--- src/rtl/io_cycle_sequencer.sv ---
// io_cycle_sequencer: bus-side engine for IN r,(C) / OUT (C),r.
// Consumes the per-step decoder strobes, runs the IORQ/RD/WR handshake,
// stretches TW on notWAIT, and latches IN data for the write-back step.
module io_cycle_sequencer #(
  parameter int unsigned ADDR_WIDTH   = 16,
  parameter int unsigned WAIT_TIMEOUT = 255
) (
  input  logic                  CLK,
  input  logic                  notReset,
  input  logic                  PC_I0,
  input  logic                  PC_I1,
  input  logic                  PC_I2,
  input  logic                  PC_I3,
  input  logic                  PC_O0,
  input  logic                  PC_O1,
  input  logic                  PC_O2,
  input  logic                  PC_O3,
  input  logic [ADDR_WIDTH-1:0] AddrBC,
  input  logic [7:0]            DataOut,
  input  logic [7:0]            BusDataIn,
  input  logic                  notWAIT,
  output logic [ADDR_WIDTH-1:0] BusAddr,
  output logic [7:0]            BusDataOut,
  output logic                  BusDataOE,
  output logic                  notIORQ,
  output logic                  notRD,
  output logic                  notWR,
  output logic [7:0]            InData,
  output logic                  InDataValid,
  output logic                  Stall,
  output logic                  ProtoErr,
  output logic                  Timeout
);

  typedef enum logic [2:0] {
    S_IDLE,
    S_T1,
    S_T2,
    S_TW,
    S_T3
  } state_t;

  state_t                r_state;
  logic                  r_dir;
  logic [ADDR_WIDTH-1:0] r_addr;
  logic [7:0]            r_dout;
  logic                  r_oe;
  logic                  r_iorq_n;
  logic                  r_rd_n;
  logic                  r_wr_n;
  logic [7:0]            r_in_data;
  logic                  r_in_valid;
  logic                  r_proto_err;
  logic                  r_timeout;
  logic                  r_notwait_q;
  logic [7:0]            r_waitcnt;

  logic [7:0] w_strb;
  logic       w_any;
  logic       w_one;
  logic       w_sdir;
  logic [1:0] w_sidx;
  logic       w_x0;
  logic       w_same1;
  logic       w_same2;
  logic       w_same3;
  logic       w_stall;
  logic       w_start;
  logic       w_open;
  logic       w_capture;
  logic       w_close;
  logic       w_illegal;
  logic       w_tmo;
  logic       w_wait_clr;
  state_t     w_nxt;

  assign w_strb  = {PC_O3, PC_O2, PC_O1, PC_O0, PC_I3, PC_I2, PC_I1, PC_I0};
  assign w_any   = |w_strb;
  assign w_one   = w_any && ((w_strb & (w_strb - 8'd1)) == 8'd0);
  assign w_sdir  = |w_strb[7:4];
  assign w_x0    = w_one && (w_sidx == 2'd0);
  assign w_same1 = w_one && (w_sidx == 2'd1) && (w_sdir == r_dir);
  assign w_same2 = w_one && (w_sidx == 2'd2) && (w_sdir == r_dir);
  assign w_same3 = w_one && (w_sidx == 2'd3) && (w_sdir == r_dir);
  assign w_stall = (r_state == S_TW) && !r_notwait_q;

  // Step index of the active strobe, meaningful only when exactly one is high
  always_comb begin
    w_sidx = '0;
    for (int unsigned i = 0; i < 4; i++) begin
      if (w_strb[i] || w_strb[i+4]) w_sidx = 2'(i);
    end
  end

  // Classify this cycle's strobe against the current state into bus events
  always_comb begin
    w_start    = 1'b0;
    w_open     = 1'b0;
    w_capture  = 1'b0;
    w_close    = 1'b0;
    w_illegal  = 1'b0;
    w_tmo      = 1'b0;
    w_wait_clr = 1'b0;
    w_nxt      = r_state;
    case (r_state)
      S_IDLE: begin
        if (w_x0) begin
          w_start = 1'b1;
          w_nxt   = S_T1;
        end else if (w_any) begin
          w_illegal = 1'b1;
        end
      end
      S_T1: begin
        if (w_same1) begin
          w_open = 1'b1;
          w_nxt  = S_T2;
        end else if (w_any) begin
          w_illegal = 1'b1;
        end
      end
      S_T2: begin
        if (w_same2) begin
          w_wait_clr = 1'b1;
          w_nxt      = S_TW;
        end else if (w_any) begin
          w_illegal = 1'b1;
        end
      end
      S_TW: begin
        // Timeout outranks whatever strobe arrives on the expiring cycle
        if (w_stall && (r_waitcnt == 8'(WAIT_TIMEOUT))) begin
          w_tmo = 1'b1;
        end else if (w_same3 && r_notwait_q) begin
          w_capture = !r_dir;
          w_nxt     = S_T3;
        end else if (w_any && !w_same2) begin
          w_illegal = 1'b1;
        end
      end
      S_T3: begin
        w_close = 1'b1;
        if (w_x0) begin
          w_start = 1'b1;
          w_nxt   = S_T1;
        end else if (w_any) begin
          w_illegal = 1'b1;
        end else begin
          w_nxt = S_IDLE;
        end
      end
      default: w_nxt = S_IDLE;
    endcase
    if (w_illegal || w_tmo) w_nxt = S_IDLE;
  end

  // Wait request is sampled once so Stall only ever follows registered state
  always_ff @(posedge CLK or negedge notReset) begin
    if (!notReset) r_notwait_q <= 1'b1;
    else           r_notwait_q <= notWAIT;
  end

  // Cycle FSM with registered bus strobes, latches, wait counter and flags
  always_ff @(posedge CLK or negedge notReset) begin
    if (!notReset) begin
      r_state     <= S_IDLE;
      r_dir       <= 1'b0;
      r_addr      <= '0;
      r_dout      <= '0;
      r_oe        <= 1'b0;
      r_iorq_n    <= 1'b1;
      r_rd_n      <= 1'b1;
      r_wr_n      <= 1'b1;
      r_in_data   <= '0;
      r_in_valid  <= 1'b0;
      r_proto_err <= 1'b0;
      r_timeout   <= 1'b0;
      r_waitcnt   <= '0;
    end else begin
      r_state    <= w_nxt;
      r_in_valid <= 1'b0;
      if (w_start) begin
        r_dir  <= w_sdir;
        r_addr <= AddrBC;
        if (w_sdir) r_dout <= DataOut;
      end
      if (w_open) begin
        r_iorq_n <= 1'b0;
        r_rd_n   <= r_dir;
        r_wr_n   <= !r_dir;
        r_oe     <= r_dir;
      end
      if (w_close || w_illegal || w_tmo) begin
        r_iorq_n <= 1'b1;
        r_rd_n   <= 1'b1;
        r_wr_n   <= 1'b1;
        r_oe     <= 1'b0;
      end
      if (w_capture) begin
        r_in_data  <= BusDataIn;
        r_in_valid <= 1'b1;
      end
      if (w_illegal) r_proto_err <= 1'b1;
      if (w_tmo)     r_timeout   <= 1'b1;
      if (w_wait_clr)                   r_waitcnt <= '0;
      else if (w_stall && !w_tmo)       r_waitcnt <= r_waitcnt + 8'd1;
    end
  end

  assign BusAddr     = r_addr;
  assign BusDataOut  = r_dout;
  assign BusDataOE   = r_oe;
  assign notIORQ     = r_iorq_n;
  assign notRD       = r_rd_n;
  assign notWR       = r_wr_n;
  assign InData      = r_in_data;
  assign InDataValid = r_in_valid;
  assign Stall       = w_stall;
  assign ProtoErr    = r_proto_err;
  assign Timeout     = r_timeout;

endmodule

--- config.mk ---
export PLATFORM = sky130hd
export DESIGN_NAME = io_cycle_sequencer
export DESIGN_NICKNAME = d
export VERILOG_FILES = /design/src/rtl/io_cycle_sequencer.sv
export SDC_FILE = /design/constraint.sdc
export NUM_CORES = 1
export LEC_CHECK = 0
export ABC_CLOCK_PERIOD_IN_PS = 2000
export BUFFER_PORTS_ARGS = -buffer_cell sky130_fd_sc_hd__buf_2
export CORE_MARGIN = 4
export CORE_UTILIZATION = 35
export CTS_CLUSTER_SIZE = 20
export DETAILED_ROUTE_END_ITERATION = 16
export GPL_ROUTABILITY_DRIVEN = 0
export PLACE_DENSITY = 0.7
export SYNTH_ARGS = -nofsm -noshare
export SYNTH_HDL_FRONTEND = slang
export SYNTH_SLANG_ARGS = --single-unit
--- constraint.sdc ---
create_clock -name CLK -period 2 [get_ports CLK]
set_clock_uncertainty 0.05 [all_clocks]
set_input_delay 0.4 -clock CLK [delete_from_list [all_inputs] [get_ports CLK]]
set_output_delay 0.4 -clock CLK [all_outputs]
set_load 0.05 [all_outputs]
==> results.md, run 1 <==
- The final cycle utilization of the critical path is 1.06.
- The deepest level of the CTS H-tree is 2.
- Clock latency on the worst-skew pair, taken at its later pin, is about 0.29 ns.
- The top cell types in the final layout, fill and taps aside, are buf_2, dfrtp_1, buf_4.
- The antenna violation net count after detailed routing is 0.
- The number of diodes is 0.
- The die covers 8320 µm².
- The setup total negative slack is -2.61 ns.
- The max-capacitance violation count is 0.
- After filler insertion, the fill cell instance count of the layout stands at approximately 620.
- Counting I/O delays and the setup requirement, the final critical path takes 2.13 ns.
- The cell-internal power is roughly 1.5 mW.
- Across all layers, the routed design uses just under 2000 vias.
- Once placement completed, the tool counted placed cells totaling 383.
- In this run, the number of DRC markers left after iteration 0 of detailed routing was 51.
- The TritonCTS sink count is 52.
- The checks that failed: setup timing.
- In this run, synthesis produced a sequential element count of 52.
- The number of nets in the layout is approximately 360.
- The first global-routing pass estimated 9420 µm of wire.
- The most frequent standard cell in the layout excluding fill and tap cells is buf_2.
- The clock slew at the register clock pins of the worst setup and hold paths is 0.09 ns.
- The final design utilization is 0.512.
- The share of total power dissipated in sequential elements is 0.566.
- The nature of the critical path endpoint is a flip-flop.
- The largest voltage drop on the vdd net is about 0.00023 V.
- Once layout is done, the placed cells without fillers occupy between 3000 and 4000 µm².
- The final number of setup-violating endpoints is 33.
- Walking the worst path, the cells encountered are buf_8 > nor4_2 > o21ai_1 > a211oi_4 > and3b_2 > or4b_4 > mux2_4.
- In this design, the stage delay of the slowest critical-path cell is approximately 0.58 ns.
- The initial utilization of the core area, before any placement, comes to 0.359.
- The global route total overflow is 0.
- The remaining max-slew budget at the tightest pin is 0.677.
- The cell area reported after detailed placement is 3220 µm².
- The synthesis-to-layout area growth is 42.7%.
- The wire length per cell after detailed routing is approximately 14 µm.
- At the pin with the least slew margin, the transition time is about 0.48 ns.
- Before antenna repair, the detailed router went through 4 iterations.
- The share of total power dissipated in combinational logic is 0.116.
- The global-route usage over all layers is 0.136.
- Counting every net in the synthesized netlist gives 240.
- In the synthesized netlist the dominant register cell turns out to be dfrtp_1.
- The standby leakage power is 1.73 nW.
- The count of buffers added on input and output ports is 82.
- Timing analysis after detailed placement gives a worst setup slack of -0.482 ns.
- The number of global-route vias before repair is approximately 2000.
- In this run the count of I/O pins placed on the die edge is between 80 and 90.
- Entering global routing, the biggest net connects 33 pins.
- The analysis attributes to net switching a power of 0.457 mW.
- The synthesized area is about 2400 µm².
- The run finished, with violations left.
- For this run, the top clock speed supported by timing is approximately 470 MHz.
- The number of buffers added by the clock tree synthesis step is 5.
- Setup repair after global routing could not meet its margin everywhere.
- The die outline width is 91.2 µm.
- The synthesized area per cell is 12.4 µm².
- The die is approximately 91 µm tall.
- The area inside the core boundary is 6760 µm².
- The post-route DRC violation count is 0.
- The element type at the critical path start is a primary input.
- The arrival time of the worst setup path is 2.26 ns.
- After technology mapping, the gate count stands at between 150 and 200.
- The power per unit of standard cell area is approximately 550 nW/µm².
- Of the total power, the share spent switching nets is 0.239.
- The number of warnings reported in the yosys synthesis log is 0.
- Wires add up to approximately 5600 µm.
- Once layout is complete, the cells apart from fillers number 395.
- Of the synthesized area, sequential elements account for 0.539.
- In the routed layout, each cell is associated on average with a via count of a little under 5.
- The sum of internal, switching and leakage power is approximately 1.9 mW.
- The final-report max-slew violation count is 0.
- Across all hold checks on the routed design, the worst slack comes to between 0.001 and 0.0015 ns.
- The final hold violation count is 0.
- The critical path start-end classification is primary input to flip-flop.
- In the final layout, the share of cells above drive strength 1 is 0.603.
- Data on the critical path is required at its endpoint by 2.14 ns.
- The CTS tree is done.
- Along the worst path, the maximum fanout reaches 8.
- The initial antenna violation count is 0.
- The relative contribution of the clock network to total power is 0.318.
- The post-synthesis cell type count is ~50.
- The cell with the largest stage delay on the worst path is or4b_4.
- The count of flip-flops with a built-in enable after synthesis is 0.
- The largest buffer count on any clock path is 2.
- Once routing completed, OpenROAD measured the worst setup slack at -0.126 ns.
- The tree is rooted in a clkbuf_8.
- The number of standard-cell rows in the floorplan is 30.
- The path class of the tightest hold or removal check is primary input to async pin.
- The share of synthesized registers carrying an async set or reset is 1.00.
- Detailed placement finished with a half-perimeter wire length of 4210 µm.
-- path summary, 6_finish.rpt --
path	from	end	slack [ns]	cells after the start
setup / recovery	PC_I1	InData[0]$_DFFE_PN0P_	-0.13	7
hold / removal	notReset	BusDataOut[2]$_DFFE_PN0P_	0.001	1
setup reg to reg	r_notwait_q$_DFF_PN1_	InData[0]$_DFFE_PN0P_	-0.01	4
hold reg to reg	notIORQ$_DFFE_PN1P_	notIORQ$_DFFE_PN1P_	0.41	2
max in group asynchronous	notReset	r_notwait_q$_DFF_PN1_	1.29	2
min in group CLK	notWAIT	r_notwait_q$_DFF_PN1_	0.15	1
-- flip-flops by register name (all words and copies together), names as in the netlist --
| name | flops |
|---|---|
| BusAddr | 16 |
| BusDataOut | 8 |
| InData | 8 |
| r_waitcnt | 8 |
| r_state | 3 |
| BusDataOE | 1 |
| InDataValid | 1 |
| ProtoErr | 1 |
| Timeout | 1 |
| notIORQ | 1 |
| notRD | 1 |
| notWR | 1 |
| r_dir | 1 |
| r_notwait_q | 1 |
-- worst max-delay path, delay by kind of cell --
family	cells	cell delay, ns
AOI/OAI and AO/OA	2	0.37
buffers and inverters	1	0.10
and+or+nand+nor	3	1.06
muxes	1	0.34
-- cells by family (layout without fill, tap and decap cells) --
family / Yosys count / after routing / synth area share
AOI/OAI and AO/OA: 25 / 25 / 0.0728
xor gates and xnor gates: 6 / 6 / 0.0248
adders and majority gates: 1 / 1 / 0.00516
buffers and inverters: 9 / 128 / 0.0191
DFF: 52 / 52 / 0.539
muxes: 36 / 36 / 0.178
and+or+nand+nor: 67 / 67 / 0.161
-- Yosys cell counts (2+ instances only) --
| cell type | number | share of area |
|---|---|---|
| nand2_1 | 13 | 0.020 |
| nor4_1 | 2 | 0.0052 |
| inv_1 | 2 | 0.0031 |
| o21a_1 | 2 | 0.0062 |
| nand2b_1 | 2 | 0.0052 |
| a31oi_1 | 3 | 0.0077 |
| and3_1 | 2 | 0.0052 |
| mux2_2 | 24 | 0.11 |
| clkbuf_1 | 4 | 0.0062 |
| mux2i_1 | 3 | 0.012 |
| nor2b_1 | 2 | 0.0052 |
| nand3_1 | 4 | 0.0083 |
| nand4_1 | 3 | 0.0077 |
| nor3_1 | 3 | 0.0062 |
| nor3b_1 | 3 | 0.0093 |
| dfstp_2 | 4 | 0.043 |
| nor2_1 | 17 | 0.026 |
| o21ai_0 | 6 | 0.012 |
| xor2_1 | 4 | 0.014 |
| dfrtp_1 | 48 | 0.50 |
| or3_1 | 3 | 0.0077 |
| nor4_2 | 2 | 0.010 |
| a211oi_1 | 3 | 0.0093 |
| mux2_4 | 8 | 0.050 |
| a21oi_1 | 5 | 0.010 |
-- power groups by stage --
| stage | sequential (mW) | clock, mW | combinational (mW) |
|---|---|---|---|
| 2_1_floorplan | 1.13 | 0 | 0.0476 |
| 3_3_place_gp | 1.10 | 0 | 0.196 |
| 3_5_place_dp | 1.10 | 0 | 0.201 |
| 4_1_cts | 1.08 | 0.631 | 0.205 |
| 5_1_grt | 1.09 | 0.692 | 0.245 |
| 6_report | 1.08 | 0.608 | 0.222 |
-- metal layers --
layer  track usage  routed length, µm  up-vias
li1              -                  -      939
met1         0.171               2380      952
met2         0.246               2960       43
met3        0.0290                221        2
met4        0.0151                 27        0
met5             0                  0        -
-- area by class of cell --
class | instances | area, µm² | area share
Sequential cell | 52 | 1310 | 0.378
Tap cell | 80 | 100 | 0.0289
Multi-Input combinational cell | 135 | 1200 | 0.348
Clock buffer | 7 | 86.3 | 0.0250
Clock inverter | 1 | 7.51 | 0.00217
Inverter | 2 | 7.51 | 0.00217
Timing Repair Buffer | 118 | 744 | 0.215
-- repair_timing --
action	CTS	global route
setup buffers	0	5
endpoints found under the hold margin	0	0
hold buffers	0	0
gates resized for setup	11	24
pin swaps	2	7
endpoints found under the setup margin	34	45
No activity file was read; power rests on OpenSTA's default activity.
==> run 2: changes to the inputs <==
BUFFER_PORTS_ARGS = -buffer_cell sky130_fd_sc_hd__clkbuf_2   (was -buffer_cell sky130_fd_sc_hd__buf_2)
==> results.md, run 2 (synthesis gave the netlist of run 1 again) <==
- The initial antenna violation count is 0.
- The max-capacitance violation count is 0.
- Once placement finished, the instance area stood at 3250 µm².
- Traced cell by cell, the critical path runs through buf_2 > nor4_1 > a22o_4 > a211oi_4 > and3b_2 > or4b_4 > mux2_4.
- The clock root buffer is clkbuf_8.
- In this design, the largest share of critical-path delay is due to simple AND/OR/NAND/NOR gates.
- The post-route DRC violation count is 0.
- Across every metal layer, demand over resource in global routing totals 0.138.
- Leaving out fill and tap cells, the most frequent cells in the layout are clkbuf_2, dfrtp_1, buf_4.
- The number of port buffers is between 80 and 90.
- The critical path start-end classification is primary input to flip-flop.
- In this run the critical register-to-register path is captured at InData[5]$_DFFE_PN0P_.
- TritonCTS built the clock tree.
- The initial cell density of the core is 0.359.
- Summing over every cut layer, the via total after detailed routing is between 1500 and 2000.
- For the worst setup path, the data required time is approximately 2.1 ns.
- The floorplan has 30 rows.
- The number of global-route vias before repair was 2044.
- In this run the tightest slew margin relative to its limit is 0.639.
- The global routing met3 resource utilization is 0.0298.
- The element type at the critical path start is a primary input.
- In the final layout, the share of cells above drive strength 1 is 0.607.
- The detail route stage leaves a number of antenna-violating nets equal to 0.
- On the critical path, the stage with the largest delay is an instance of or4b_4.
- The iteration count of the initial detailed-routing pass is 5.
- After clock tree synthesis, the clock-pin slew on the worst setup and hold paths is 0.09 ns.
- At the pin with the least slew margin, the transition time is around 0.54 ns.
- The synthesis-to-layout area growth is 43.8%.
- The number of buffer and inverter stages on the critical path is 1.
- The flow ran to the end, but the final reports show violations.
- The met2 capacity usage during global routing is 0.253.
- Counting the fill cells in the layout gives just over 600.
- Hold is met by between 0.01 and 0.015 ns.
- OpenSTA, run right after detailed placement, puts the worst setup slack at -0.509 ns.
- The standby leakage power is around 1.7 nW.
- The area inside the core boundary is slightly below 7000 µm².
- The final reports fail on setup timing.
- Setup violations remaining at the end of the flow were counted as 20.
- Entering global routing, the biggest net connects 33 pins.
- In this run the count of I/O pins placed on the die edge is slightly above 80.
- The number of nets in the layout is approximately 360.
- The largest voltage drop on the vdd net is between 0.0003 and 0.0004 V.
- Detailed placement ended at an HPWL of 4290 µm.
- STA classifies the critical path endpoint as a flip-flop.
- Setup repair after global routing could not meet its margin everywhere.
- For this run, the share of the core covered by cells in the final layout is 0.516.
- The worst hold path belongs to the class primary input to async pin.
- The first-iteration detailed-routing DRC count is between 70 and 80.
- The worst reg2reg path startpoint is r_notwait_q$_DFF_PN1_.
- The repair_antennas step left the layout with diodes totalling 0.
- The largest buffer count on any clock path is 2.
- The first global-routing pass estimated 9520 µm of wire.
- The vertical die dimension is a little over 90 µm.
- The die footprint is about 8300 µm².
- Dividing the detail-routed wire length by the instance count gives approximately 15 µm.
- Setup slack on the critical path of the routed design comes to -0.146 ns.
- The achievable clock frequency is 466 MHz.
- Using the TritonRoute via totals, the vias-per-cell ratio works out to roughly 5.0.
- The delay of the slowest cell on the worst path is roughly 0.58 ns.
- The number of placed cells counting well taps is slightly below 400.
- The power per unit of standard cell area is ~550 nW/µm².
- The die is 91.2 µm wide.
- The register-to-register path setup slack is -0.04 ns.
- After layout, the minimum clock period comes to 2.15 ns.
- The H-tree generated during clock tree synthesis spans 2 levels.
- The total wire length after detailed routing is between 5000 and 6000 µm.
- In this run the worst path has a maximum fanout of 8.
- The filler-free cell count of the finished design is roughly 400.
- The final hold violation count was 0.
- met2 is the most crowded layer.
- For the worst flop-to-flop path, the logic depth is 4.
- The flip-flop count of the largest register, all copies and words added is 16.
- At the worst endpoint, the arrival time is 2.28 ns.
- The final cycle utilization of the critical path is 1.07.
- The TritonCTS sink count is 52.
- The final-report max-slew violation count is 0.
- The number of buffers added by the clock tree synthesis step is 5.
- The global routing met1 resource utilization is 0.164.
- The total overflow left after global routing is 0.
- After clock tree synthesis, the flow added hold-fix buffers numbering 0.
- The clock insertion delay at the later pin of the skew report is 0.29 ns.
- The most frequent standard cell in the layout excluding fill and tap cells is clkbuf_2.
- With fillers left out, the area of the finished cells amounts to around 3500 µm².
## run 2: cell count changes in the layout (fill, tap and decap cells not counted), sizes merged
cell / delta
clkbuf: +75
buf: -72
## run 2: area by class of cell
cell class | count | area (µm²) | share of cell area
clock buffers | 7 | 86.3 | 0.0248
clock inverters | 1 | 7.51 | 0.00215
inverters | 2 | 7.51 | 0.00215
multi-input cells | 135 | 1210 | 0.348
flip-flops and latches | 52 | 1310 | 0.375
well taps | 80 | 100 | 0.0287
repair buffers | 121 | 762 | 0.219
## run 2: worst register-to-register path, delay by kind of cell (launching register included)
family | cells | cell delay [ns]
DFF | 1 | 0.58
AOI/OAI and AO/OA | 1 | 0.12
muxes | 1 | 0.34
and+or+nand+nor | 2 | 0.85
## run 2: stage by stage
stage	power, mW	TNS, ns
floorplan	1.18	-9.82
global placement	1.30	-14.71
detailed placement	1.30	-16.52
CTS	1.93	-2.18
global route	2.02	-5.42
finish	1.92	-1.29
## run 2: how the worst max path moves through the flow
stage	start	to	slack, ns	depth (start not counted)
after floorplan	PC_I1	BusDataOut[0]$_DFFE_PN0P_	-0.36	7
after global placement	PC_I1	InData[6]$_DFFE_PN0P_	-0.45	8
after detailed placement	PC_I1	InData[5]$_DFFE_PN0P_	-0.51	8
after CTS	PC_I3	InData[5]$_DFFE_PN0P_	-0.13	8
after global routing	PC_O0	InData[4]$_DFFE_PN0P_	-0.17	7
final	PC_O0	InData[5]$_DFFE_PN0P_	-0.15	7
## run 2: layer usage
metal,part of all wire,wire length [µm],up-vias
li1,-,-,950
met1,0.40,2340,970
met2,0.55,3180,54
met3,0.041,237,6
met4,0.011,63,0
met5,0,0,-
## run 2: where the power goes
| group | internal [mW] | leakage (nW) | switching, mW | total, mW |
|---|---|---|---|---|
| Sequential | 1.07 | 0.674 | 0.0121 | 1.08 |
| Combinational | 0.107 | 1.02 | 0.121 | 0.228 |
| Clock | 0.282 | 0.0445 | 0.327 | 0.609 |
| Total | 1.46 | 1.74 | 0.460 | 1.92 |
## run 2: repair_timing
item,4_1_cts,5_1_grt
setup endpoints to repair,35,45
setup buffers,3,4
pin swaps,3,9
gates resized for setup,16,24
==> run 3: changes to the inputs <==
GPL_TIMING_DRIVEN = 0   (was default)
==> results.md, run 3 (synthesis gave the netlist of run 1 again) <==
- The critical path start-end classification is primary input to flip-flop.
- The final-report max-slew violation count is 0.
- The critical path goes through clkbuf_2 > a211oi_2 > o21ai_2 > a211oi_4 > and3b_1 > or4b_4 > mux2_4.
- The delay of the slowest cell on the worst path is slightly below 0.6 ns.
- The clock slew at the register clock pins of the worst setup and hold paths is ~0.1 ns.
- Measured on the finished design, the core utilization comes to 0.526.
- In the final routed layout, each cell accounts on average for between 10 and 15 µm.
- The nature of the critical path endpoint is a flip-flop.
- Counting the buffers created by CTS gives 5.
- The final reports fail on setup timing.
- Summed over all layers, the global routing overflow is 0.
- The most frequent standard cell in the layout excluding fill and tap cells is clkbuf_2.
- The number of global-route vias before repair came to between 2000 and 2500.
- Of the cells placed in the final design, the portion with a size suffix greater than 1 is 0.586.
- The remaining max-slew budget at the tightest pin is 0.716.
- The element type at the critical path start is a primary input.
- Setup repair after global routing could not meet its margin everywhere.
- The I/O pin total is 83.
- Once routing completed, OpenROAD measured the worst setup slack at -0.166 ns.
- Dividing the detail-routed via count by the number of cells gives 5.01.
- The power per unit of standard cell area is about 580 nW/µm².
- Compared with the post-synthesis result, the final layout area differs by 46.8%.
- The die footprint is between 8000 and 9000 µm².
- The net switching power figure is between 0.4 and 0.5 mW.
- The H-tree was split into 2 levels.
- STA puts the critical path data arrival time at roughly 2.3 ns.
- The initial cell density of the core is 0.359.
- The setup total negative slack is -3.45 ns.
- The first detailed-routing pass ran for 4 iterations.
- The largest buffer count on any clock path is 2.
- Cell internal power was estimated by the tool at 1.57 mW.
- The largest fanout of any net on the critical path is 8.
- After the last flow step, the layout net total stands at between 300 and 400.
- The final number of setup-violating endpoints is 32.
- The data required time of the worst path is approximately 2.2 ns.
- The class of the tightest hold or removal check is primary input to flip-flop.
- For this block, the routed nets add up to between 5000 and 6000 µm of wire.
- The largest voltage drop on the vdd net is 0.000339 V.
- Summed over all cells, the static leakage comes to ~1.7 nW.
- The number of port buffers is 82.
- The worst slack at placement is -0.927 ns.
- The number of vias in the routed layout is ~1900.
- The root buffer cell chosen for the clock tree is clkbuf_8.
- The final critical-path required period is roughly 2.2 ns.
- The max-capacitance violation count is 0.
- The CTS tree is done.
- For the pin with the worst max-slew slack, the measured transition is roughly 0.42 ns.
- After detailed routing, the number of remaining DRC violations is 0.
- In the global route stage, overall resource usage came out at 0.140.
- The final cycle utilization of the critical path is 1.08.
- The wire length of the first global-routing pass is roughly 9500 µm.
- The achievable clock frequency is around 460 MHz.
- The flip-flop count of the largest register, all copies and words added is 16.
- The initial antenna violation count is 0.
- The number of diodes is 0.
- The first-iteration detailed-routing DRC count is 76.
- The number of standard-cell rows in the floorplan is 30.
- The final hold violation count came to 0.
- In the layout the commonest cells are clkbuf_2, dfrtp_1, mux2_4.
- CTS saw between 50 and 60 sinks.
- The clock insertion delay at the later pin of the skew report is around 0.3 ns.
- The vertical die dimension is approximately 91 µm.
- The core region is slightly below 7000 µm².
- The floorplan step set the die width to between 90 and 100 µm.
- Once detail routing completed, the nets flagged for antenna violations numbered 0.
- The share of total power dissipated in sequential elements is 0.529.
- The run finished, with violations left.
- The largest individual stage delay along the critical path comes from the cell or4b_4.
- Of the total power, the share spent switching nets is 0.237.
- The relative contribution of the clock network to total power is 0.372.
- The sum of net half-perimeters after detailed placement is between 3000 and 4000 µm.
- The combinational group share of total power is 0.099.
- The pin count of the biggest net entering global routing is 53.
[run 3: changes by cell type in the layout (fill, tap and decap cells not counted), moves of 2 or more]
cell	change
and3_1	+2
and3_4	-2
buf_4	-21
buf_8	+2
clkbuf_2	+5
mux2_2	-16
mux2_4	+16
o21ai_0	-2
[run 3: power by group through the flow]
stage	clock network, mW	logic [mW]	registers [mW]
floorplan	0	0.0476	1.13
global placement	0	0.155	1.11
detailed placement	0	0.159	1.11
CTS	0.796	0.188	1.09
global route	0.836	0.225	1.09
finish	0.765	0.205	1.09
[run 3: path summary, 6_finish.rpt]
path / slack, ns / from / to / depth (start not counted)
max: -0.17 / PC_O2 / InData[4]$_DFFE_PN0P_ / 7
min: 0.12 / notWAIT / r_notwait_q$_DFF_PN1_ / 1
max reg2reg: -0.14 / r_waitcnt[1]$_DFFE_PN0P_ / InData[4]$_DFFE_PN0P_ / 6
min reg2reg: 0.41 / notIORQ$_DFFE_PN1P_ / notIORQ$_DFFE_PN1P_ / 2
max in group asynchronous: 0.87 / notReset / r_notwait_q$_DFF_PN1_ / 3
min in group asynchronous: 0.46 / notReset / InData[4]$_DFFE_PN0P_ / 2
[run 3: timing repair]
action | CTS | global route
pin swaps | 6 | 9
resized for setup | 37 | 19
setup buffers | 15 | 5
gates cloned | 1 | 0
endpoints found under the setup margin | 39 | 45
endpoints found under the hold margin | 0 | 9
hold buffers | 0 | 1
[run 3: through the flow]
stage / power [mW] / instances / hold slack [ns] / instance area, µm²
floorplan: 1.18 / 196 / 0.0544 / 2500
global placement: 1.26 / 358 / 0.396 / 3010
detailed placement: 1.27 / 358 / 0.399 / 3010
CTS: 2.07 / 380 / 0.116 / 3420
global route: 2.15 / 387 / 0.114 / 3560
finish: 2.06 / 387 / 0.124 / 3560
[run 3: cell type report]
cell class                      instances  area, µm²
Buffer                                  5       60.1
Fill cell                             599       3200
Sequential cell                        52       1310
Clock buffer                            6       82.6
Clock inverter                          2       38.8
Inverter                                2       7.51
Multi-Input combinational cell        135       1300
Tap cell                               80        100
Timing Repair Buffer                  105        659
[run 3: metal layers]
metal,part of all wire,GRT usage
met5,0,0
met4,0.011,0.0415
met3,0.045,0.0414
met2,0.51,0.235
met1,0.43,0.173
[run 3: critical path: cells and delay by family]
family / cells / cell delay (ns)
buffers and inverters: 1 / 0.16
AOI/OAI and AO/OA: 3 / 0.62
and+or+nand+nor: 2 / 0.79
muxes: 1 / 0.33
